==> src/rtl/ps2_pkg.sv <==
// Shared definitions for the PS/2 scan-code receiver: frame states, prefix bytes
// and the scan-code to decimal-digit lookup.
package ps2_pkg;

    typedef enum logic [1:0] {
        ST_IDLE,
        ST_DATA,
        ST_PARITY,
        ST_STOP
    } frame_state_t;

    localparam logic [7:0] PREFIX_EXT = 8'hE0;
    localparam logic [7:0] PREFIX_BRK = 8'hF0;

    // Extended codes share numbers with the digit keys but are different keys, so they map to F.
    function automatic logic [3:0] digitLookup(input logic [7:0] code, input logic ext);
        logic [3:0] d;
        d = 4'hF;
        if (!ext) begin
            case (code)
                8'h45:   d = 4'd0;
                8'h16:   d = 4'd1;
                8'h1E:   d = 4'd2;
                8'h26:   d = 4'd3;
                8'h25:   d = 4'd4;
                8'h2E:   d = 4'd5;
                8'h36:   d = 4'd6;
                8'h3D:   d = 4'd7;
                8'h3E:   d = 4'd8;
                8'h46:   d = 4'd9;
                default: d = 4'hF;
            endcase
        end
        return d;
    endfunction

endpackage

==> src/rtl/ps2_sync_edge.sv <==
// Brings the asynchronous PS/2 clock and data lines into the system clock domain
// and flags each falling edge of the keyboard clock.
module ps2_sync_edge (
    input  logic i_clock,
    input  logic i_reset,
    input  logic i_ps2Clock,
    input  logic i_ps2Data,
    output logic o_data,
    output logic o_fall
);

    logic r_clkMeta;
    logic r_clkSync;
    logic r_clkPrev;
    logic r_dataMeta;
    logic r_dataSync;

    // Both lines idle high, so reset to 1 to avoid a phantom edge after reset.
    always_ff @(posedge i_clock) begin
        if (i_reset) begin
            r_clkMeta  <= 1'b1;
            r_clkSync  <= 1'b1;
            r_clkPrev  <= 1'b1;
            r_dataMeta <= 1'b1;
            r_dataSync <= 1'b1;
        end else begin
            r_clkMeta  <= i_ps2Clock;
            r_clkSync  <= r_clkMeta;
            r_clkPrev  <= r_clkSync;
            r_dataMeta <= i_ps2Data;
            r_dataSync <= r_dataMeta;
        end
    end

    assign o_data = r_dataSync;
    assign o_fall = r_clkPrev & ~r_clkSync;

endmodule

==> src/rtl/ps2_scan_controller.sv <==
// PS/2 keyboard receiver: deframes 11-bit frames, folds E0/F0 prefixes into key
// events and holds each event in a valid/ready register.
module ps2_scan_controller
    import ps2_pkg::*;
#(
    parameter int TIMEOUT_CYCLES = 50000
) (
    input  logic       Clock,
    input  logic       Reset,
    input  logic       PS2Clock,
    input  logic       PS2Data,
    output logic [7:0] key_code,
    output logic       key_release,
    output logic       key_ext,
    output logic       key_valid,
    input  logic       key_ready,
    output logic [3:0] digit,
    output logic       frame_err,
    output logic       overrun
);

    localparam int TW = $clog2(TIMEOUT_CYCLES + 1);
    localparam logic [TW-1:0] TO_LAST = TW'(TIMEOUT_CYCLES - 1);

    frame_state_t r_state;
    frame_state_t w_nextState;

    logic          w_fall;
    logic          w_data;
    logic [2:0]    r_bitCnt;
    logic [7:0]    r_shift;
    logic          r_parityErr;
    logic [TW-1:0] r_timeoutCnt;
    logic          r_ext;
    logic          r_brk;
    logic [7:0]    r_keyCode;
    logic          r_keyRelease;
    logic          r_keyExt;
    logic          r_keyValid;
    logic          r_frameErr;
    logic          r_overrun;

    logic w_startEdge;
    logic w_shiftEdge;
    logic w_parityEdge;
    logic w_timeoutHit;
    logic w_frameGood;
    logic w_abort;
    logic w_newEvent;

    ps2_sync_edge u_sync (
        .i_clock    (Clock),
        .i_reset    (Reset),
        .i_ps2Clock (PS2Clock),
        .i_ps2Data  (PS2Data),
        .o_data     (w_data),
        .o_fall     (w_fall)
    );

    always_ff @(posedge Clock) begin
        if (Reset) r_state <= ST_IDLE;
        else       r_state <= w_nextState;
    end

    always_comb begin
        w_nextState = r_state;
        case (r_state)
            ST_IDLE:   if (w_fall && !w_data) w_nextState = ST_DATA;
            ST_DATA:   if (w_fall && r_bitCnt == 3'd7) w_nextState = ST_PARITY;
            ST_PARITY: if (w_fall) w_nextState = ST_STOP;
            ST_STOP:   if (w_fall) w_nextState = ST_IDLE;
            default:   w_nextState = ST_IDLE;
        endcase
        if (w_timeoutHit) w_nextState = ST_IDLE;
    end

    // An edge in the final timeout cycle still counts, so the edge wins over the timeout.
    always_comb begin
        w_startEdge  = (r_state == ST_IDLE) && w_fall && !w_data;
        w_shiftEdge  = (r_state == ST_DATA) && w_fall;
        w_parityEdge = (r_state == ST_PARITY) && w_fall;
        w_timeoutHit = (r_state != ST_IDLE) && !w_fall && (r_timeoutCnt == TO_LAST);
        w_frameGood  = (r_state == ST_STOP) && w_fall && w_data && !r_parityErr;
        w_abort      = ((r_state == ST_STOP) && w_fall && !(w_data && !r_parityErr)) || w_timeoutHit;
        w_newEvent   = w_frameGood && (r_shift != PREFIX_EXT) && (r_shift != PREFIX_BRK);
    end

    always_ff @(posedge Clock) begin
        if (Reset) begin
            r_bitCnt     <= '0;
            r_shift      <= '0;
            r_parityErr  <= 1'b0;
            r_timeoutCnt <= '0;
        end else begin
            if (r_state == ST_IDLE || w_fall) r_timeoutCnt <= '0;
            else                              r_timeoutCnt <= r_timeoutCnt + TW'(1);
            if (w_startEdge) begin
                r_bitCnt    <= '0;
                r_parityErr <= 1'b0;
            end
            if (w_shiftEdge) begin
                r_shift  <= {w_data, r_shift[7:1]};
                r_bitCnt <= r_bitCnt + 3'd1;
            end
            if (w_parityEdge) r_parityErr <= ~(^{w_data, r_shift});
        end
    end

    // Prefix flags accumulate until a real key byte consumes them or the frame fails.
    always_ff @(posedge Clock) begin
        if (Reset) begin
            r_ext <= 1'b0;
            r_brk <= 1'b0;
        end else if (w_abort || w_newEvent) begin
            r_ext <= 1'b0;
            r_brk <= 1'b0;
        end else if (w_frameGood) begin
            if (r_shift == PREFIX_EXT) r_ext <= 1'b1;
            if (r_shift == PREFIX_BRK) r_brk <= 1'b1;
        end
    end

    always_ff @(posedge Clock) begin
        if (Reset) begin
            r_keyCode    <= '0;
            r_keyRelease <= 1'b0;
            r_keyExt     <= 1'b0;
            r_keyValid   <= 1'b0;
            r_frameErr   <= 1'b0;
            r_overrun    <= 1'b0;
        end else begin
            r_frameErr <= w_abort;
            if (w_newEvent && (!r_keyValid || key_ready)) begin
                r_keyCode    <= r_shift;
                r_keyRelease <= r_brk;
                r_keyExt     <= r_ext;
                r_keyValid   <= 1'b1;
            end else begin
                if (w_newEvent) r_overrun <= 1'b1;
                if (r_keyValid && key_ready) r_keyValid <= 1'b0;
            end
        end
    end

    assign key_code    = r_keyCode;
    assign key_release = r_keyRelease;
    assign key_ext     = r_keyExt;
    assign key_valid   = r_keyValid;
    assign frame_err   = r_frameErr;
    assign overrun     = r_overrun;
    assign digit       = digitLookup(r_keyCode, r_keyExt);

endmodule

==> config.mk <==
export PLATFORM = sky130hd
export DESIGN_NAME = ps2_scan_controller
export DESIGN_NICKNAME = d
export VERILOG_FILES = /design/src/rtl/ps2_pkg.sv /design/src/rtl/ps2_sync_edge.sv /design/src/rtl/ps2_scan_controller.sv
export SDC_FILE = /design/constraint.sdc
export NUM_CORES = 1
export LEC_CHECK = 0
export BUFFER_PORTS_ARGS = -buffer_cell sky130_fd_sc_hd__buf_4
export CORE_MARGIN = 2
export CORE_UTILIZATION = 55
export CTS_BUF_LIST = sky130_fd_sc_hd__clkbuf_4 sky130_fd_sc_hd__clkbuf_8
export CTS_CLUSTER_SIZE = 20
export DETAILED_ROUTE_END_ITERATION = 10
export HOLD_SLACK_MARGIN = 0.02
export PLACE_DENSITY = 0.78
export SETUP_SLACK_MARGIN = 0.2
export SYNTH_ARGS = -nofsm -noshare
export SYNTH_HDL_FRONTEND = slang
export SYNTH_SLANG_ARGS = --single-unit
==> constraint.sdc <==
create_clock -name Clock -period 3.66 [get_ports Clock]
set_input_delay 0.366 -clock Clock [delete_from_list [all_inputs] [get_ports Clock]]
set_output_delay 0.366 -clock Clock [all_outputs]
set_load 0.02 [all_outputs]
==> Word-level counts from Yosys, hierarchy flattened <==
Cells that the tools add are included.
{ "word_totals": {"word_cells": 99, "inputBits": 5, "regBits": 50} }
{ "classes": {"bitwise_logic": 4, "mux": 13, "eq_ne": 23, "n_addsub": 2, "reduce_logical": 39} }
{ "op_table": {"columns": ["op", "n"], "rows": [
  ["8-bit by 6-bit equality test with 1-bit output (second input constant)", 6],
  ["4-bit one-hot mux with 10 select lines", 1],
  ["1-bit logical AND", 17],
  ["16-bit by 1-bit adder with 16-bit output (second input constant)", 1],
  ["16-bit equality test (second input constant)", 1],
  ["8-bit by 5-bit equality test with 1-bit output (second input constant)", 2],
  ["8-bit by 7-bit equality test with 1-bit output (second input constant)", 2],
  ["8-bit equality test (second input constant)", 2],
  ["8-bit inequality test (second input constant)", 2],
  ["9-bit parity", 1],
  ["2-bit 2-to-1 mux", 4],
  ["2-bit inequality test (second input constant)", 4],
  ["2-bit one-hot mux with 4 select lines", 1],
  ["2-bit nonzero test", 4],
  ["3-bit 2-to-1 mux", 2],
  ["2-bit AND reduction", 3],
  ["2-bit OR reduction", 3],
  ["1-bit logical NOT", 5],
  ["2-bit equality test (second input constant)", 2],
  ["1-bit logical OR", 4],
  ["1-bit 2-to-1 mux", 4],
  ["4-bit 2-to-1 mux", 1],
  ["4-bit AND reduction", 1],
  ["3-bit by 1-bit adder with 3-bit output (second input constant)", 1],
  ["other kinds (5)", 7]
]} }

==> Logic depth before layout (Yosys ltp) <==
{ "depth": {"ltp_word": 10, "depth_mapped": 7} }

==> Hierarchy <==
A second synthesis with hierarchy kept.
{ "hier_totals": {"cells_unflattened": 275, "area_unflattened_um2": 2437.3} }
{ "modules_own_cells": {"columns": ["mod", "cells_each", "area_each_um2", "instances"], "rows": [
  ["ps2_scan_controller", 264, 2299.7, 1],
  ["ps2_sync_edge", 11, 137.6, 1]
]} }

==> Worst setup path before layout <==
Ideal clock, no wire load.
{ "synth_timing": {"path_kind": "reg-to-output", "from": "register r_keyCode[4], in the netlist key_code[4]", "to": "output digit[1]", "slack_ns": 1.439, "arrival_ns": 1.855, "t_required_ns": 3.294, "stages_incl_launch_ff": 6, "path_cell_list": "dfxtp_1 clkbuf_1 nand2_1 nor2_1 a21oi_1 o311ai_0"} }
{ "synth_between": {"elab_chain_len": 3, "word_cells_on_any_way": 12, "classes_between": "eq/ne: 10; mux: 2"} }
{ "synth_lines": {"columns": ["element", "line_no", "rtl"], "rows": [
  ["from (decl)", "ps2_scan_controller.sv:36", "logic [7:0] r_keyCode;"],
  ["from (signal assigned)", "ps2_scan_controller.sv:134", "r_keyCode <= r_shift;"],
  ["8-bit by 7-bit equality test with 1-bit output, or another cell as far along", "ps2_pkg.sv:20", "case (code)"],
  ["4-bit one-hot mux with 10 select lines (*)", "ps2_pkg.sv:20", null],
  ["4-bit 2-to-1 mux (*)", "ps2_pkg.sv:19", "if (!ext) begin"],
  ["to (decl)", "ps2_scan_controller.sv:17", "output logic [3:0] digit,"]
]} }
Every way passes the cells marked *; elsewhere a longest branch is shown, timed or not.

==> Final worst setup path <==
{ "layout_timing": {"from": "register r_keyCode[5], in the netlist key_code[5]", "to": "output digit[1]"} }
Same word-level chain as after synthesis.

==> qor.yml <==
cts:
  clockRootBuffer: "clkbuf_8"
  htreeDepth: 2
  clkSlewWorstSetupHoldPaths_ps: 90
  postCtsSetupBuffers: 0
  ctsHoldBuffers: 0
  cts_made_buffers: 5
  clock_latency_ps: 310
  clock_sinks: 50
  cts_buffer_depth: 2
  cts_tree: "done"
  post_cts_resized: 0
layout:
  drive_gt1_frac: 0.122
  stdcell_count: 346
  finish.instance_area_mm2: 0.00268
  nets: 310
  area.sequential_mm2: 0.00100
  areaGrowthSynthToFinish_pct: 10.7
  diodes: 0
  multi_input_area_mm2: 0.00132
  fillers: 406
power_and_ir_drop:
  power_switching_mw: 0.266
  p_seq_frac: 0.565
  pwr-share-clk: 0.316
  p_leak_nw: 1.03
  ir_worst_vdd_v: 0.000331
  pwr-share-comb: 0.119
  p_int_mw: 0.739
  pwr_density_cell_mw_per_mm2: 375
  sw_frac_of_total: 0.264
timing:
  fin_crit_sh: 0.612
  relSlewSlack: 0.634
  period_needed_ps: 2240
  hold_violations: 0
  setup-violations-final: 0
  rsz0062_at_grt: "no"
  slew_violations: 0
  fin_setup_tns_ps: 0
  finalClockSkew_ps: 10.4
  fmax_mhz: 446
  worst-slew-pin-transition_ps: 549
  worst_hold_slack_ps: 239
synth:
  netlist_area_mm2: 0.00242
  synth_cell_types: 48
  synth_nets: 294
  ys_warn_count: 0
  async_reset_ff_frac: 0
  synth_top_family_by_area: "simple AND/OR/NAND/NOR gates"
  ys_ff_latch: 50
  synthSimpleGateAreaFrac: 0.240
  synth_xor_area_frac: 0.0599
  muxShareOfSynthArea: 0.0537
  synth_fa_ha_area_frac: 0.0620
  synth_edf_count: 0
  yosysTopAreaCellShare: 0.413
  ys_seq_area_frac: 0.413
  synth_largest_area_cell: "dfxtp_1"
  synth_flop_cell: "dfxtp_1"
  synth_area_leaders: "dfxtp_1 (41%), ha_1 (6.2%), mux2i_1 (5.4%)"
  syn_inst: 277
  synth-compound-area-share: 0.130
  avgSynthCellArea_um2: 8.74
global_route:
  antenna_found_initial: 0
  grt_pass1_wl_mm: 7.70
  grt_pass1_vias: 1738
  grt_max_degree: 33
  grtUsageTotal: 0.189
  overflow: 0
routing:
  drt_iter0_drc: 83
  dr.pass1.iters: 4
  detail_route.wirelength_mm: 4.41
  routedWlPerCell_um: 12.7
  routed_via_density: 5.61
  ant_nets: 0
  drc: 0
  dr_total_vias: 1940
critical_path:
  worstSetupPathType: "flop to output port"
  crit_fanout: 11
  arrival_ps: 1870
  reg2reg_depth: 6
  endpoint_kind: "output port"
  required_ps: 3290
  r2r-end: "key_ext$_SDFFE_PP0P_"
  rr_startpoint: "r_shift[4]$_SDFFE_PP0P_"
  r2r_setup_slack_ps: 1490
  critPathLaunchType: "flop"
floorplan:
  die_w_um: 70.4
  die_h_um: 70.4
  start_util: 0.564
  io_pins: 22
  die_area_mm2: 0.00495
  rows: 24
  core-area_mm2: 0.00429
run:
  maxCapViolations: 0
worst_hold_path:
  worstHoldEndpoint: "u_sync.r_clkMeta$_SDFF_PP1_"
  hold_path_startpoint: "PS2Clock"
  holdPathStages: 2
  hold_class: "input port to flop"
run_status:
  status: "complete, no violations"
placed_design:
  port_buffers: 21
  hpwl_mm: 3.25
  gp_congestion: 0.887
  placed_area_mm2: 0.00259
  post-place-cells: 338
through the flow:
stage          total power, mW  utilization  setup slack [ps]
4_1_cts                   1.02        0.624              1410
5_1_grt                   1.06        0.624              1170
2_1_floorplan            0.676            -              1440
3_3_place_gp             0.695        0.603              1540
3_5_place_dp             0.702        0.603              1480
6_report                  1.00        0.624              1420
cell families after synthesis:
| group | count (synthesis) |
|---|---|
| fa+ha+maj | 12 |
| buf+inv | 24 |
| flops | 50 |
| mux | 13 |
| xor+xnor | 15 |
| compound gates | 49 |
| simple gates | 114 |
state kept, by name, summed over array words and instances (netlist names), 2 cells and up:
| register | count |
|---|---|
| r_timeoutCnt | 16 |
| key_code | 8 |
| r_shift | 8 |
| r_bitCnt | 3 |
| r_state | 2 |
worst max-delay path: stages, from the launching register on:
cell and delay [ps]:
dfxtp_1 540, nor2b_1 210, nor2b_1 290, a22o_1 200, o311ai_0 140, buf_4 190
power by group through the flow:
| stage | logic [mW] | clock network [mW] | registers, mW |
|---|---|---|---|
| final | 0.119 | 0.317 | 0.568 |
| after global routing | 0.138 | 0.351 | 0.569 |
| after CTS | 0.121 | 0.330 | 0.568 |
| after detailed placement | 0.121 | 0 | 0.581 |
| after global placement | 0.115 | 0 | 0.580 |
| after floorplan | 0.0983 | 0 | 0.578 |
metal layers:
layer | vias to the layer above | GRT usage | part of all wire
li1 | 1002 | - | -
met1 | 913 | 0.252 | 0.50
met2 | 19 | 0.305 | 0.46
met3 | 6 | 0.0404 | 0.027
met4 | 0 | 0.0577 | 0.011
met5 | - | 0 | 0
worst max path at each step:
stage	startpoint	endpoint	slack (ps)
after floorplan	key_code[4]$_SDFFE_PP0P_	digit[1]	1440
after global placement	r_shift[4]$_SDFFE_PP0P_	key_code[4]$_SDFFE_PP0P_	1540
after detailed placement	r_shift[4]$_SDFFE_PP0P_	key_ext$_SDFFE_PP0P_	1480
after CTS	key_code[1]$_SDFFE_PP0P_	digit[3]	1410
after global routing	key_code[6]$_SDFFE_PP0P_	digit[0]	1170
final	key_code[5]$_SDFFE_PP0P_	digit[1]	1420
cell usage after synthesis (6+ instances only):
cell type,number
a21oi_1,18
clkbuf_1,10
dfxtp_1,50
ha_1,12
inv_1,12
mux2i_1,13
nand2_1,23
nand2b_1,7
nand3_1,8
nor2_1,33
nor3_1,8
o21ai_0,7
or2_2,6
xnor2_1,6
xor2_1,8
cell usage in the layout, fill, tap and decap left out, drive strengths merged, types with 3 or more instances in the layout:
master  netlist  final
ha           12     12
nor2         33     33
or3           4      4
mux2i        13     13
nor2b         4      4
nand4         4      4
nor4          4      4
o21ai         7      7
xnor2         6      6
nand2b        7      7
nor3          8      8
a31oi         4      4
a21oi        18     18
inv          12     12
or2           6      6
nand3         8      8
o22ai         3      3
dfxtp        50     50
xor2          8      8
clkbuf       10      5
buf           2     21
nand2        23     23
area by class of cell:
type                       instances  area share
timing repair buffer              21      0.0588
inverter                          12      0.0168
clock buffer                       5      0.0257
sequential                        50       0.373
multi-input combinational        203       0.493
tap                               52      0.0243
clock inverter                     3     0.00793
No activity file was read; power rests on OpenSTA's default activity.
